## src/rtl/cp0_exc_unit_if.sv

```systemverilog
// Pipeline-to-CP0 bundle: mtc0/mfc0 access, M-stage exception info and the flush/redirect outputs.
interface cp0_exc_unit_if;
  logic        WE;
  logic [4:0]  CP0Addr;
  logic [31:0] CP0In;
  logic [31:0] CP0Out;
  logic [31:0] VPC;
  logic        BDIn;
  logic [4:0]  ExcCodeIn;
  logic [5:0]  HWInt;
  logic        EXLClr;
  logic        Req;
  logic [31:0] HandlerPC;
  logic [31:0] EPCOut;

  modport master (
    output WE, CP0Addr, CP0In, VPC, BDIn, ExcCodeIn, HWInt, EXLClr,
    input  CP0Out, Req, HandlerPC, EPCOut
  );

  modport slave (
    input  WE, CP0Addr, CP0In, VPC, BDIn, ExcCodeIn, HWInt, EXLClr,
    output CP0Out, Req, HandlerPC, EPCOut
  );
endinterface

```

## src/rtl/cp0_exc_unit.sv

```systemverilog
// Coprocessor 0 at the M stage: SR/Cause/EPC/PRId, interrupt/exception arbitration,
// pipeline flush request and eret state restore.
module cp0_exc_unit #(
  parameter logic [31:0] PRID       = 32'h2022_0707,
  parameter logic [31:0] HANDLER_PC = 32'h0000_4180
) (
  input logic           clk,
  input logic           reset,
  cp0_exc_unit_if.slave bus
);

  logic [5:0]  im;
  logic        exl;
  logic        ie;
  logic        bd;
  logic [5:0]  ip;
  logic [4:0]  excCode;
  logic [31:0] epc;

  logic [31:0] srWord;
  logic [31:0] causeWord;
  logic        intReq;
  logic        excReq;
  logic        req;

  assign srWord    = {16'b0, im, 8'b0, exl, ie};
  assign causeWord = {bd, 15'b0, ip, 3'b0, excCode, 2'b0};

  // Interrupts outrank exceptions; nothing is requested while already in a handler.
  assign intReq = (|(bus.HWInt & im)) & ie & ~exl;
  assign excReq = (bus.ExcCodeIn != 5'd0) & ~exl;
  assign req    = intReq | excReq;

  assign bus.Req       = req;
  assign bus.HandlerPC = HANDLER_PC;
  assign bus.EPCOut    = epc;

  // A taken request drops any same-cycle mtc0 since the faulting instruction never commits;
  // the eret clear comes last so it beats an mtc0 to SR for the EXL bit.
  always_ff @(posedge clk or posedge reset) begin
    if (reset) begin
      im      <= 6'd0;
      exl     <= 1'b0;
      ie      <= 1'b0;
      bd      <= 1'b0;
      ip      <= 6'd0;
      excCode <= 5'd0;
      epc     <= 32'd0;
    end else begin
      ip <= bus.HWInt;
      if (req) begin
        exl     <= 1'b1;
        excCode <= intReq ? 5'd0 : bus.ExcCodeIn;
        bd      <= bus.BDIn;
        epc     <= bus.BDIn ? (bus.VPC - 32'd4) : bus.VPC;
      end else begin
        if (bus.WE && (bus.CP0Addr == 5'd12)) begin
          im  <= bus.CP0In[15:10];
          exl <= bus.CP0In[1];
          ie  <= bus.CP0In[0];
        end
        if (bus.WE && (bus.CP0Addr == 5'd14)) begin
          epc <= bus.CP0In;
        end
        if (bus.EXLClr) begin
          exl <= 1'b0;
        end
      end
    end
  end

  always_comb begin
    bus.CP0Out = 32'd0;
    case (bus.CP0Addr)
      5'd12:   bus.CP0Out = srWord;
      5'd13:   bus.CP0Out = causeWord;
      5'd14:   bus.CP0Out = epc;
      5'd15:   bus.CP0Out = PRID;
      default: bus.CP0Out = 32'd0;
    endcase
  end

endmodule

```

## src/flat_wrapper.sv

```systemverilog
// flat-port wrapper written by rule: the top's interface ports become plain ports
module cp0_exc_unit_flat 
#(
  parameter logic [31:0] PRID       = 32'h2022_0707,
  parameter logic [31:0] HANDLER_PC = 32'h0000_4180
)
  (clk, reset, bus_WE, bus_CP0Addr, bus_CP0In, bus_VPC, bus_BDIn, bus_ExcCodeIn, bus_HWInt, bus_EXLClr, bus_CP0Out, bus_Req, bus_HandlerPC, bus_EPCOut);
  cp0_exc_unit_if bus_i ();
  input logic clk;
  input logic reset;
  input wire logic [$bits(bus_i.WE)-1:0] bus_WE;
  input wire logic [$bits(bus_i.CP0Addr)-1:0] bus_CP0Addr;
  input wire logic [$bits(bus_i.CP0In)-1:0] bus_CP0In;
  input wire logic [$bits(bus_i.VPC)-1:0] bus_VPC;
  input wire logic [$bits(bus_i.BDIn)-1:0] bus_BDIn;
  input wire logic [$bits(bus_i.ExcCodeIn)-1:0] bus_ExcCodeIn;
  input wire logic [$bits(bus_i.HWInt)-1:0] bus_HWInt;
  input wire logic [$bits(bus_i.EXLClr)-1:0] bus_EXLClr;
  output wire logic [$bits(bus_i.CP0Out)-1:0] bus_CP0Out;
  output wire logic [$bits(bus_i.Req)-1:0] bus_Req;
  output wire logic [$bits(bus_i.HandlerPC)-1:0] bus_HandlerPC;
  output wire logic [$bits(bus_i.EPCOut)-1:0] bus_EPCOut;
  assign bus_i.WE = bus_WE;
  assign bus_i.CP0Addr = bus_CP0Addr;
  assign bus_i.CP0In = bus_CP0In;
  assign bus_i.VPC = bus_VPC;
  assign bus_i.BDIn = bus_BDIn;
  assign bus_i.ExcCodeIn = bus_ExcCodeIn;
  assign bus_i.HWInt = bus_HWInt;
  assign bus_i.EXLClr = bus_EXLClr;
  assign bus_CP0Out = bus_i.CP0Out;
  assign bus_Req = bus_i.Req;
  assign bus_HandlerPC = bus_i.HandlerPC;
  assign bus_EPCOut = bus_i.EPCOut;
  cp0_exc_unit #(.PRID(PRID), .HANDLER_PC(HANDLER_PC)) u_core (.clk(clk), .reset(reset), .bus(bus_i));
endmodule
```

## config.mk

```make
export PLATFORM = sky130hd
export DESIGN_NAME = cp0_exc_unit_flat
export DESIGN_NICKNAME = d
export VERILOG_FILES = /design/src/rtl/cp0_exc_unit_if.sv /design/src/rtl/cp0_exc_unit.sv /design/src/flat_wrapper.sv
export SDC_FILE = /design/constraint.sdc
export NUM_CORES = 1
export LEC_CHECK = 0
export BUFFER_PORTS_ARGS = -buffer_cell sky130_fd_sc_hd__buf_2
export CAP_MARGIN = 10
export CORE_AREA = 2 2 90 92
export CTS_CLUSTER_DIAMETER = 120
export DETAILED_ROUTE_END_ITERATION = 8
export DIE_AREA = 0 0 92 94
export GPL_ROUTABILITY_DRIVEN = 0
export PLACE_DENSITY = 0.85
export SLEW_MARGIN = 20
export SYNTH_ARGS = -nofsm -noshare
export SYNTH_HDL_FRONTEND = slang
export SYNTH_SLANG_ARGS = --single-unit
```

## constraint.sdc

```tcl
create_clock -name clk -period 2.96 [get_ports clk]
set_clock_uncertainty 0.15 [all_clocks]
set_input_delay 0.296 -clock clk [delete_from_list [all_inputs] [get_ports clk]]
set_output_delay 0.296 -clock clk [all_outputs]
set_load 0.05 [all_outputs]
```

==> results.ini <==
[setup_path]
crit_arrival_ns=2.17
path_max_fanout=16
required_ns=2.51
cp-start-kind=input port
path_class=in2out
cp-end-kind=primary output

[floorplanning]
ios=182
dieArea_um2=8650
core-area_um2=7610
die_width_um=92
num_rows=32
die_y_um=94
start_util_pct=49.8

[finish]
finish.net_count=651
antenna_cells=0
area_growth_pct=23.3
drive_above_1_share_pct=32.0

[synthesis]
yosys.area.top_type=dfrtp_1
synth_top_area_share_pct=34.3
synth_top_flop_cell=dfrtp_1
syn_area_um2=3790
ys_ff_latch=52
synth.distinct_cells=55
synthTopCellsByCount=dfrtp_1 (52), nor2_1 (34), mux2i_1 (33), buf_4 (32)
ys_seq_area_share_pct=34.3
async_flop_share_pct=100
yosysMostFrequentCell=dfrtp_1
yosys_warnings=0
synth_cells=418
synth_edf_count=0
yosys-top-cells-area=dfrtp_1 (34%), mux2i_1 (8.7%), buf_4 (6.3%)
avgSynthCellArea_um2=9.07

[sta]
finalHoldViolCount=0
relSlewSlack_pct=41.7
max_freq_mhz=383
min_period_ns=2.61
setup_slack_ns=0.347
worst_slew_pin_slew_ns=0.866
rsz0062_at_grt=no
slew_viol_final=0
fin_crit_sh_pct=88.3
tns_ns=0
setup_viol=0

[detailed_routing]
vias=3833
wl_met3_um=823
drt_first_iter_violations=173
topRoutingLayerUsed=met4
drc=0
wirelength_mm=11.4
drt-met1-wl_mm=4.72
routedWlPerCell_um=17.1
drtPass1Iterations=5
vias_per_cell=5.74
wl_met2_mm=5.55
postRouteAntennaNets=0

[clock_network]
clock_sinks=52
cts-root-buf=clkbuf_8
h-tree-depth=2
clockBufferDepth=2
tritoncts=yes
clock_latency_ns=0.31
postCtsSetupBuffers=0
cts_buffers=5
path_clk_slew_ns=0.10

[worst_hold_path]
hp-class=in2async

[pwr]
p_leak_nw=2.23
powerDensity_nw_per_um2=829
finalPower_mw=3.87
irDropWorstVdd_uv=506

[global_route]
antenna_found_initial=0
first_global_vias=3606
grtUsageTotal_pct=25.8
grt_overflow=0
grt_pass1_wl_mm=17.7
grt_max_degree=53

[run]
max-cap-violations=0

[placement]
port_buffers=149
post-place-ws_ns=0.479
dp_hpwl_mm=8.53

[run_status]
status=finished clean

==> repair_timing <==
item | in CTS | in global routing
hold buffers | 6 | 0
hold endpoints to repair | 6 | 0
resized for setup | 0 | 0
endpoints found under the setup margin | 0 | 0
==> worst paths after layout <==
kind                                               startpoint                                end  slack, ns  cells past startpoint
worst min-delay path                                    reset  u_core.bus.EPCOut[20]$_DFFE_PP0P_      0.007                      3
worst max-delay path                             bus_HWInt[2]                            bus_Req       0.35                      7
min in group clk                                   bus_EXLClr             u_core.exl$_DFFE_PP0P_       0.02                      2
worst max register to register       u_core.im[0]$_DFFE_PP0P_              u_core.bd$_DFFE_PP0N_       0.85                      5
max in group asynchronous                               reset  u_core.bus.EPCOut[14]$_DFFE_PP0P_       2.20                      3
worst min register to register  u_core.excCode[1]$_DFFE_PP0N_      u_core.excCode[1]$_DFFE_PP0N_       0.34                      1
==> placed cells by master, fill, tap and decap left out, drive strengths merged, types with 5 or more instances in the layout <==
cell	netlist	final
a21boi	16	16
a21oi	10	10
a22oi	8	8
a31oi	16	16
and2	14	14
and3	19	19
buf	41	161
clkbuf	16	5
conb	2	32
dfrtp	52	52
dlygate4sd3	0	6
inv	8	10
mux2	12	12
mux2i	33	33
nand2	11	11
nand3	8	8
nand4	5	5
nor2	34	34
nor3	7	7
nor4	20	20
o21ai	8	8
o31ai	11	11
or3	5	5
or4	13	13
xor2	9	9
==> sequential cells by signal, indices dropped and copies added, names as in the netlist <==
register,cells
u_core.im,6
u_core.excCode,5
u_core.bd,1
u_core.exl,1
u_core.ie,1
u_core.ip,6
u_core.bus.EPCOut,32
==> critical path, cell delays in order <==
cell and delay, ns:
dlygate4sd3_1 0.53, buf_2 0.11, a22oi_1 0.13, a311oi_2 0.40, nor2_2 0.09, inv_2 0.26
buf_2 0.33
==> cell families (layout without fill, tap and decap cells) <==
| kind of cell | after synthesis | in the layout | share of synthesized area, % |
|---|---|---|---|
| compound gates | 82 | 82 | 15.1 |
| xor+xnor | 13 | 13 | 3.00 |
| fa+ha+maj | 1 | 1 | 0.330 |
| buf+inv | 65 | 183 | 10.0 |
| flops | 52 | 52 | 34.3 |
| mux | 45 | 45 | 12.3 |
| other cells | 2 | 32 | 0.198 |
| simple gates | 158 | 158 | 24.7 |
==> where the power goes <==
part | switching, mW | leakage (nW) | total (mW) | internal (mW)
sequential | 0.238 | 0.609 | 1.25 | 1.01
combinational | 1.57 | 1.57 | 2.19 | 0.624
clock | 0.262 | 0.0452 | 0.435 | 0.173
==> metrics by stage <==
step	std cells	cell area [µm²]	util [%]	hold slack, ns
final	668	4670	61.4	0.00744
after global routing	668	4670	61.4	0.0128
after CTS	668	4670	61.4	0.0112
after detailed placement	654	4520	59.4	0.274
after global placement	654	4520	59.4	0.270
after floorplan	448	3900	-	0.177
==> metal layers <==
| layer | vias to the layer above | track usage, % |
|---|---|---|
| met1 | 1817 | 33.8 |
| met4 | 0 | 8.58 |
| met5 | - | 0 |
| li1 | 1787 | - |
| met2 | 198 | 43.5 |
| met3 | 31 | 4.25 |
==> area by class of cell <==
type	instances	area, µm²
fill	675	2930
clock inverter	3	25.0
clock buffer	5	68.8
timing repair buffer	167	896
sequential	52	1300
multi-input combinational	331	2230
inverter	8	30.0
tap	102	128
Note: power is estimated with default switching activity, not from simulation.
